**config.mk**
```make
export PLATFORM = sky130hd
export DESIGN_NAME = serial_adder_flat
export DESIGN_NICKNAME = d
export VERILOG_FILES = /design/src/rtl/serial_adder_if.sv /design/src/rtl/serial_adder.sv /design/src/flat_wrapper.sv
export SDC_FILE = /design/constraint.sdc
export NUM_CORES = 1
export LEC_CHECK = 0
export BUFFER_PORTS_ARGS = -buffer_cell sky130_fd_sc_hd__buf_2
export CAP_MARGIN = 20
export CORE_ASPECT_RATIO = 1.2
export CORE_MARGIN = 2
export CORE_UTILIZATION = 34
export DETAILED_ROUTE_END_ITERATION = 6
export PLACE_DENSITY = 0.52
export SETUP_SLACK_MARGIN = 0.05
export SLEW_MARGIN = 20
export SYNTH_ARGS = -nofsm -noshare
export SYNTH_HDL_FRONTEND = slang
export SYNTH_HIERARCHICAL = 1
export SYNTH_SLANG_ARGS = --single-unit
```
**constraint.sdc**
```tcl
create_clock -name clk -period 2.4 [get_ports clk]
set_clock_uncertainty 0.2 [all_clocks]
set_input_delay 0.72 -clock clk [delete_from_list [all_inputs] [get_ports clk]]
set_output_delay 0.72 -clock clk [all_outputs]
set_load 0.03 [all_outputs]
```
**src/rtl/serial_adder_if.sv**
```systemverilog
// Handshake and operand/result bundle for the bit-serial adder.
// The master drives requests; the slave (the adder) drives results.
interface serial_adder_if #(
  parameter int WIDTH = 8
);
  logic             start;
  logic [WIDTH-1:0] a_in;
  logic [WIDTH-1:0] b_in;
  logic [WIDTH-1:0] sum;
  logic             c_out;
  logic             busy;
  logic             done;

  modport master (
    output start, a_in, b_in,
    input  sum, c_out, busy, done
  );

  modport slave (
    input  start, a_in, b_in,
    output sum, c_out, busy, done
  );
endinterface

```
**src/rtl/serial_adder.sv**
```systemverilog
// Bit-serial unsigned adder: operands are loaded on start and added LSB-first,
// one bit per clock, through a full-adder slice built from two half adders.
module half_adder (
  input  logic a,
  input  logic b,
  output logic s,
  output logic c
);
  assign s = a ^ b;
  assign c = a & b;
endmodule

module serial_adder #(
  parameter int WIDTH = 8
) (
  input  logic          clk,
  input  logic          rst,
  serial_adder_if.slave bus
);
  localparam int CW = $clog2(WIDTH);

  typedef enum logic [1:0] {
    IDLE = 2'd0,
    ADD  = 2'd1,
    DONE = 2'd2
  } state_t;

  state_t           state_q, state_d;
  logic [WIDTH-1:0] a_sh_q, a_sh_d;
  logic [WIDTH-1:0] b_sh_q, b_sh_d;
  logic [WIDTH-2:0] res_q, res_d;
  logic [CW-1:0]    cnt_q, cnt_d;
  logic             carry_q, carry_d;
  logic [WIDTH-1:0] sum_q, sum_d;
  logic             c_out_q, c_out_d;
  logic             busy_q, busy_d;
  logic             done_q, done_d;

  logic             ha0_s, ha0_c;
  logic             bit_s, ha1_c;
  logic             carry_next;

  half_adder u_ha0 (
    .a (a_sh_q[0]),
    .b (b_sh_q[0]),
    .s (ha0_s),
    .c (ha0_c)
  );

  half_adder u_ha1 (
    .a (ha0_s),
    .b (carry_q),
    .s (bit_s),
    .c (ha1_c)
  );

  assign carry_next = ha0_c | ha1_c;

  // The result register holds only WIDTH-1 bits: the final bit goes straight
  // into sum on the last ADD edge, so it never needs storing.
  always_comb begin
    state_d = state_q;
    a_sh_d  = a_sh_q;
    b_sh_d  = b_sh_q;
    res_d   = res_q;
    cnt_d   = cnt_q;
    carry_d = carry_q;
    sum_d   = sum_q;
    c_out_d = c_out_q;
    busy_d  = busy_q;
    done_d  = done_q;

    case (state_q)
      IDLE: begin
        busy_d = 1'b0;
        done_d = 1'b0;
        if (bus.start) begin
          a_sh_d  = bus.a_in;
          b_sh_d  = bus.b_in;
          carry_d = 1'b0;
          cnt_d   = '0;
          state_d = ADD;
          busy_d  = 1'b1;
        end
      end

      ADD: begin
        carry_d = carry_next;
        res_d   = (WIDTH-1)'({bit_s, res_q} >> 1);
        a_sh_d  = a_sh_q >> 1;
        b_sh_d  = b_sh_q >> 1;
        cnt_d   = cnt_q + CW'(1);
        if (cnt_q == CW'(WIDTH - 1)) begin
          sum_d   = {bit_s, res_q};
          c_out_d = carry_next;
          state_d = DONE;
          busy_d  = 1'b0;
          done_d  = 1'b1;
        end
      end

      DONE: begin
        busy_d  = 1'b0;
        done_d  = 1'b0;
        state_d = IDLE;
      end

      default: begin
        busy_d  = 1'b0;
        done_d  = 1'b0;
        state_d = IDLE;
      end
    endcase
  end

  always_ff @(posedge clk or posedge rst) begin
    if (rst) begin
      state_q <= IDLE;
      a_sh_q  <= '0;
      b_sh_q  <= '0;
      res_q   <= '0;
      cnt_q   <= '0;
      carry_q <= 1'b0;
      sum_q   <= '0;
      c_out_q <= 1'b0;
      busy_q  <= 1'b0;
      done_q  <= 1'b0;
    end else begin
      state_q <= state_d;
      a_sh_q  <= a_sh_d;
      b_sh_q  <= b_sh_d;
      res_q   <= res_d;
      cnt_q   <= cnt_d;
      carry_q <= carry_d;
      sum_q   <= sum_d;
      c_out_q <= c_out_d;
      busy_q  <= busy_d;
      done_q  <= done_d;
    end
  end

  assign bus.sum   = sum_q;
  assign bus.c_out = c_out_q;
  assign bus.busy  = busy_q;
  assign bus.done  = done_q;
endmodule
```
**src/flat_wrapper.sv**
```systemverilog
// flat-port wrapper written by rule: the top's interface ports become plain ports
module serial_adder_flat 
#(
  parameter int WIDTH = 8
)
  (clk, rst, bus_start, bus_a_in, bus_b_in, bus_sum, bus_c_out, bus_busy, bus_done);
  serial_adder_if #(.WIDTH(WIDTH)) bus_i ();
  input  logic clk;
  input  logic rst;
  input wire logic [$bits(bus_i.start)-1:0] bus_start;
  input wire logic [$bits(bus_i.a_in)-1:0] bus_a_in;
  input wire logic [$bits(bus_i.b_in)-1:0] bus_b_in;
  output wire logic [$bits(bus_i.sum)-1:0] bus_sum;
  output wire logic [$bits(bus_i.c_out)-1:0] bus_c_out;
  output wire logic [$bits(bus_i.busy)-1:0] bus_busy;
  output wire logic [$bits(bus_i.done)-1:0] bus_done;
  assign bus_i.start = bus_start;
  assign bus_i.a_in = bus_a_in;
  assign bus_i.b_in = bus_b_in;
  assign bus_sum = bus_i.sum;
  assign bus_c_out = bus_i.c_out;
  assign bus_busy = bus_i.busy;
  assign bus_done = bus_i.done;
  serial_adder #(.WIDTH(WIDTH)) u_core (.clk(clk), .rst(rst), .bus(bus_i));
endmodule
```
==> metrics, run 1 <==
required time of the critical path ~2400 ps; vias in the first global route 1070; Crit path top cell by count ha_1; Post-Syn Nets between 150 and 200; die area 5550 µm²; placed inst area 1880 µm²; synthesized instance count 129; I/O Pins 30; Worst IR Drop VDD 0.647 mV; initial antenna violation count 0; row cnt 28; die height 81.2 µm; Worst EP arrival between 1500 and 2000 ps; status complete, no violations; Core Util, Final approximately two fifths; syn_area_per_cell ~13 µm²; TritonCTS Buffers 5; post-synthesis sequential area ratio 59.3%; crit-path max FO 11; CTS hold repair buffers 0; P_leak 0.913 nW; DR pass1 iterations 4; GRT Util Overall 13.1%; post-detail-place hpwl 2220 µm; Slew Viols, Final 0; clock-pin transition on the worst setup and hold timing paths 80 ps; Layout area overhead 17.9%; top achievable clock speed 511 MHz; FF+latch area 1000 µm²; vias per cell 5.05; library cells used by synthesis 25; register bit count reported by yosys 40; Slowest Stage Delay on Critical Path 410 ps; Setup Fix Bufs, Post-CTS 0; total core area 4870 µm²; crit end category flip-flop; grt total ovfl 0; Inserted Diodes 0; top layer in use met4; Max Cap Viol 0; pwr dens 1430 nW/µm²; Fin. Hold Viols 0; crit path cell chain ha_1 -> ha_1 -> nand3b_1 -> mux2_2; Final #Nets 182; M1 WL 1490 µm; Hold WC Path Type reg2reg; RSZ-0062 raised after global routing no; cts repair resizes 0; Post-Syn Area 1690 µm²; synth warn 6; Slew Limit Headroom 46.0%; CP startpoint kind flip-flop; Die Width 68.3 µm; metal2 WL between 1500 and 2000 µm; Starting Density 34.7%; Final setup viols 0; final setup TNS 0 ps; DRT iter0 DRCs about 120; post-detailed-route wirelength per cell 14.8 µm; Final min period 1960 ps; clk sinks 40; FF-to-FF setup slack approximately 440 ps; Worst-Margin Slew between 800 and 900 ps; CTS tree yes; Setup CP Type reg2reg; share of layout cells above drive strength 1 35.0%; largest net degree at the start of global routing between 40 and 50; post-route cell area 1990 µm²; final cycle utilization of the critical path 81.5%; via count 1112; Slowest cell on crit path nand3b_1; Buffers on Ports 29; htree depth 2; antenna-violating nets left 0; clk_lat worst skew 290 ps; first-pass GRT wire length roughly 5300 µm; WL final between 3000 and 4000 µm; DRC errors left 0; Clock Tree Buf Depth 2; met3 routed WL 183 µm; footprint of the multi-input gates 624 µm²; routability cong. 0.647; Root Buffer clkbuf_8; fill count 467
[flip-flops by register name (all words and copies together), names as in the netlist]
| register | count |
|---|---|
| u_core/a_sh_q | 8 |
| u_core/b_sh_q | 8 |
| u_core/bus.busy | 1 |
| u_core/bus.c_out | 1 |
| u_core/bus.done | 1 |
| u_core/bus.sum | 8 |
| u_core/carry_q | 1 |
| u_core/cnt_q | 3 |
| u_core/res_q | 7 |
| u_core/state_q | 2 |
[stage by stage]
step / setup slack [ps] / hold slack, ps / std cells / power [W]
after global routing: 315 / 328 / 220 / 0.00306
after floorplan: 562 / 254 / 129 / 0.00206
after global placement: 386 / 274 / 212 / 0.00229
after detailed placement: 351 / 280 / 212 / 0.00233
final: 444 / 297 / 220 / 0.00285
after CTS: 379 / 300 / 220 / 0.00289
[synth_stat cells]
| library cell | count | area share [%] |
|---|---|---|
| nand2_1 | 5 | 1.1 |
| a22o_1 | 2 | 1.0 |
| nor2_1 | 6 | 1.3 |
| nand2b_2 | 1 | 0.52 |
| inv_1 | 3 | 0.67 |
| o21bai_1 | 1 | 0.44 |
| mux2_2 | 15 | 10 |
| buf_2 | 5 | 1.5 |
| buf_4 | 1 | 0.44 |
| a2bb2oi_1 | 1 | 0.52 |
| nor2b_1 | 1 | 0.37 |
| nand3b_1 | 2 | 0.89 |
| buf_1 | 1 | 0.22 |
| a32o_1 | 1 | 0.59 |
| a21oi_1 | 3 | 0.89 |
| buf_6 | 1 | 0.67 |
| o21ai_0 | 5 | 1.5 |
| dfrtp_1 | 40 | 59 |
| ha_1 | 4 | 3.0 |
| a221o_1 | 1 | 0.59 |
| o22a_1 | 23 | 12 |
| nand2b_1 | 3 | 1.1 |
| inv_2 | 1 | 0.22 |
| o21ai_1 | 2 | 0.59 |
| or4b_1 | 1 | 0.59 |
[critical path, delay by kind of cell, from the launching register on]
| family | cells | cell delay [ps] |
|---|---|---|
| adders and majority gates | 2 | 440 |
| and+or+nand+nor | 1 | 410 |
| DFF | 1 | 400 |
| muxes | 1 | 400 |
[cells in the final DEF, fill, tap and decap left out]
master,synthesis,final
dfrtp_1,40,40
buf_2,5,29
o22a_1,23,23
mux2_2,15,15
nor2_1,6,6
clkbuf_8,0,5
nand2_1,5,5
o21ai_0,5,5
ha_1,4,4
inv_1,3,3
nand2b_1,3,3
a21oi_1,3,3
o21ai_1,2,2
nand3b_1,2,2
a22o_1,2,2
buf_4,1,2
clkinvlp_4,0,1
inv_6,0,1
bufinv_16,0,1
inv_2,1,1
nand2b_2,1,1
a2bb2oi_1,1,1
o21bai_1,1,1
or4b_1,1,1
nor2b_1,1,1
a32o_1,1,1
a221o_1,1,1
[per-layer routing]
layer  up-vias  track usage, %
met3         4            4.71
met5         -               0
met1       547            16.9
li1        532               -
met2        29            20.1
met4         0            4.80
[final timing paths]
kind,start,to,depth (start not counted)
hold / removal,u_core/carry_q,u_core/carry_q,2
min in group asynchronous,rst,u_core/res_q[0],3
max in group asynchronous,rst,u_core/bus.done,3
setup reg to reg,u_core/cnt_q[0],u_core/bus.sum[0],4
setup / recovery,u_core/cnt_q[0],u_core/bus.sum[0],4
hold reg to reg,u_core/carry_q,u_core/carry_q,2
[cells by family after synthesis]
kind of cell	Yosys count	share of synthesized area [%]
flip-flops	40	59.3
AND/OR/NAND/NOR	19	5.93
adder cells (fa/ha/maj)	4	2.97
buffers and inverters	12	3.71
multiplexers	15	10.0
AO/OA/AOI/OAI	39	18.1
[final cells by class]
| class | count | area share [%] |
|---|---|---|
| Sequential cell | 40 | 50.3 |
| Multi-Input combinational cell | 77 | 31.4 |
| Timing Repair Buffer | 31 | 8.05 |
| Tap cell | 60 | 3.77 |
| Clock buffer | 5 | 3.46 |
| Clock inverter | 3 | 2.33 |
| Inverter | 4 | 0.754 |
[report_power, final]
group	total [W]	internal (W)	switching (W)	leakage (nW)
Clock	0.000553	0.000313	0.000240	0.0548
Combinational	0.00110	0.000532	0.000568	0.377
Sequential	0.00119	0.000996	0.000197	0.481
Note: power is estimated with default switching activity, not from simulation.
==> run 2, diff against run 1 <==
==> constraint.sdc (replaced) <==
create_clock -name clk -period 1.9 [get_ports clk]
set_clock_uncertainty 0.2 [all_clocks]
set_input_delay 0.57 -clock clk [delete_from_list [all_inputs] [get_ports clk]]
set_output_delay 0.57 -clock clk [all_outputs]
set_load 0.03 [all_outputs]
==> metrics, run 2 (synthesized netlist as in run 1, its figures left out) <==
Root Buffer clkbuf_8; Inserted Diodes 0; crit-path max FO 5; crit path cell chain ha_1 -> ha_2 -> nand3b_1 -> buf_6 -> mux2_2; Slew Limit Headroom 65.5%; grt total ovfl 0; worst r2r src u_core/cnt_q[0]; CP endpoint u_core/bus.sum[7]; GRT Util Overall 13.3%; required time of the critical path 1870 ps; initial antenna violation count 0; Clock Tree Buf Depth 2; Worst R2R End u_core/bus.sum[7]; routability cong. 0.690; vias in the first global route 1140; Worst IR Drop VDD 0.736 mV; Layout area overhead 19.7%; clk sinks 40; Fin. Hold Viols 0; first-pass GRT wire length 5390 µm; post-detailed-route wirelength per cell about 15 µm; cell family with most CP delay flip-flops; DRC errors left 0; worst r2r path cells 5; Starting Density 34.7%; P_leak 0.928 nW; die area 5550 µm²; TritonCTS Buffers 5; Slowest Stage Delay on Critical Path 400 ps; status complete, no violations; Buffers on Ports 29; CTS hold repair buffers 0; most frequent cells in the layout 40 x dfrtp_1, 29 x buf_2, 23 x o22a_1; Cell Count Post-Placement 214; Worst EP arrival 1720 ps; RSZ-0062 raised after global routing no; row cnt 28; clk_lat worst skew between 200 and 300 ps; Hold WC Path Type in2async; Finished Layout Cells 224; Core Util, Final 41.5%; Final setup viols 0; I/O Pins 30; total core area slightly below 5000 µm²; origin of the worst setup path u_core/cnt_q[0]; CTS tree yes; top achievable clock speed 572 MHz; vias per cell ~5.1; post-detail-place hpwl 2270 µm; Die Width 68.3 µm; most common cell after layout, fill and taps aside dfrtp_1; crit end category flip-flop; largest net degree at the start of global routing 41; WL final between 3000 and 4000 µm; DR pass1 iterations 3; via count ~1100; DRT iter0 DRCs 27; FF-to-FF setup slack 150 ps; final cycle utilization of the critical path between 90% and 100%; htree depth 2; Worst-Margin Slew about 520 ps; Final min period 1750 ps; Crit path depth 5; share of layout cells above drive strength 1 36.6%; Slowest cell on crit path dfrtp_1; CP startpoint kind flip-flop; Slew Viols, Final 0; Final #Nets 186; pwr dens 1730 nW/µm²; Max Cap Viol 0; die height 81.2 µm; clock-pin transition on the worst setup and hold timing paths 70 ps; Setup CP Type reg2reg; CP Buf/Inv Count 1; antenna-violating nets left 0
## run 2: how the worst min path moves through the flow
stage	to	cells past startpoint	start	slack (ps)
after floorplan	u_core/carry_q	2	u_core/carry_q	250
after global placement	u_core/carry_q	2	u_core/carry_q	270
after detailed placement	u_core/a_sh_q[7]	1	u_core/a_sh_q[7]	280
after CTS	u_core/bus.sum[1]	3	rst	130
after global routing	u_core/bus.sum[1]	3	rst	130
final	u_core/a_sh_q[1]	3	rst	120
## run 2: cell type report
class                      count  area [µm²]
timing repair buffer          35         210
multi-input combinational     77         629
clock buffer                   8        90.1
tap                           60        75.1
fill                         488        2850
sequential                    40        1000
inverter                       4        15.0
## run 2: worst register-to-register path: stages, from the launching register on
cell and delay [ps]:
dfrtp_1 400, ha_1 210, ha_2 190, nand3b_1 150, buf_6 150, mux2_2 330
## run 2: metal layers
metal / wire [µm] / global-route usage [%]
met1: 1430 / 15.5
met5: 0 / 0
met3: 166 / 4.29
met4: 56 / 4.80
met2: 1680 / 22.5
## run 2: timing repair
item,4_1_cts,5_1_grt
buffers inserted,0,1
setup endpoints to repair,0,20
resized for setup,0,6
## run 2: power breakdown
part	internal, W	leakage [nW]	switching (W)	total, W
sequential	0.00126	0.481	0.000248	0.00151
combinational	0.000699	0.401	0.000731	0.00143
clock	0.000296	0.0455	0.000272	0.000568
## run 2: per-stage QoR
stage | power, W | area [µm²] | setup slack, ps | hold slack (ps) | TNS [ps]
after floorplan | 0.00260 | 1690 | 212 | 254 | 0
after global placement | 0.00291 | 1900 | 63.1 | 273 | 0
after detailed placement | 0.00296 | 1900 | -11.5 | 283 | -14.1
after CTS | 0.00355 | 1990 | 77.6 | 128 | 0
after global routing | 0.00378 | 2020 | 47.7 | 131 | 0
final | 0.00351 | 2020 | 153 | 120 | 0
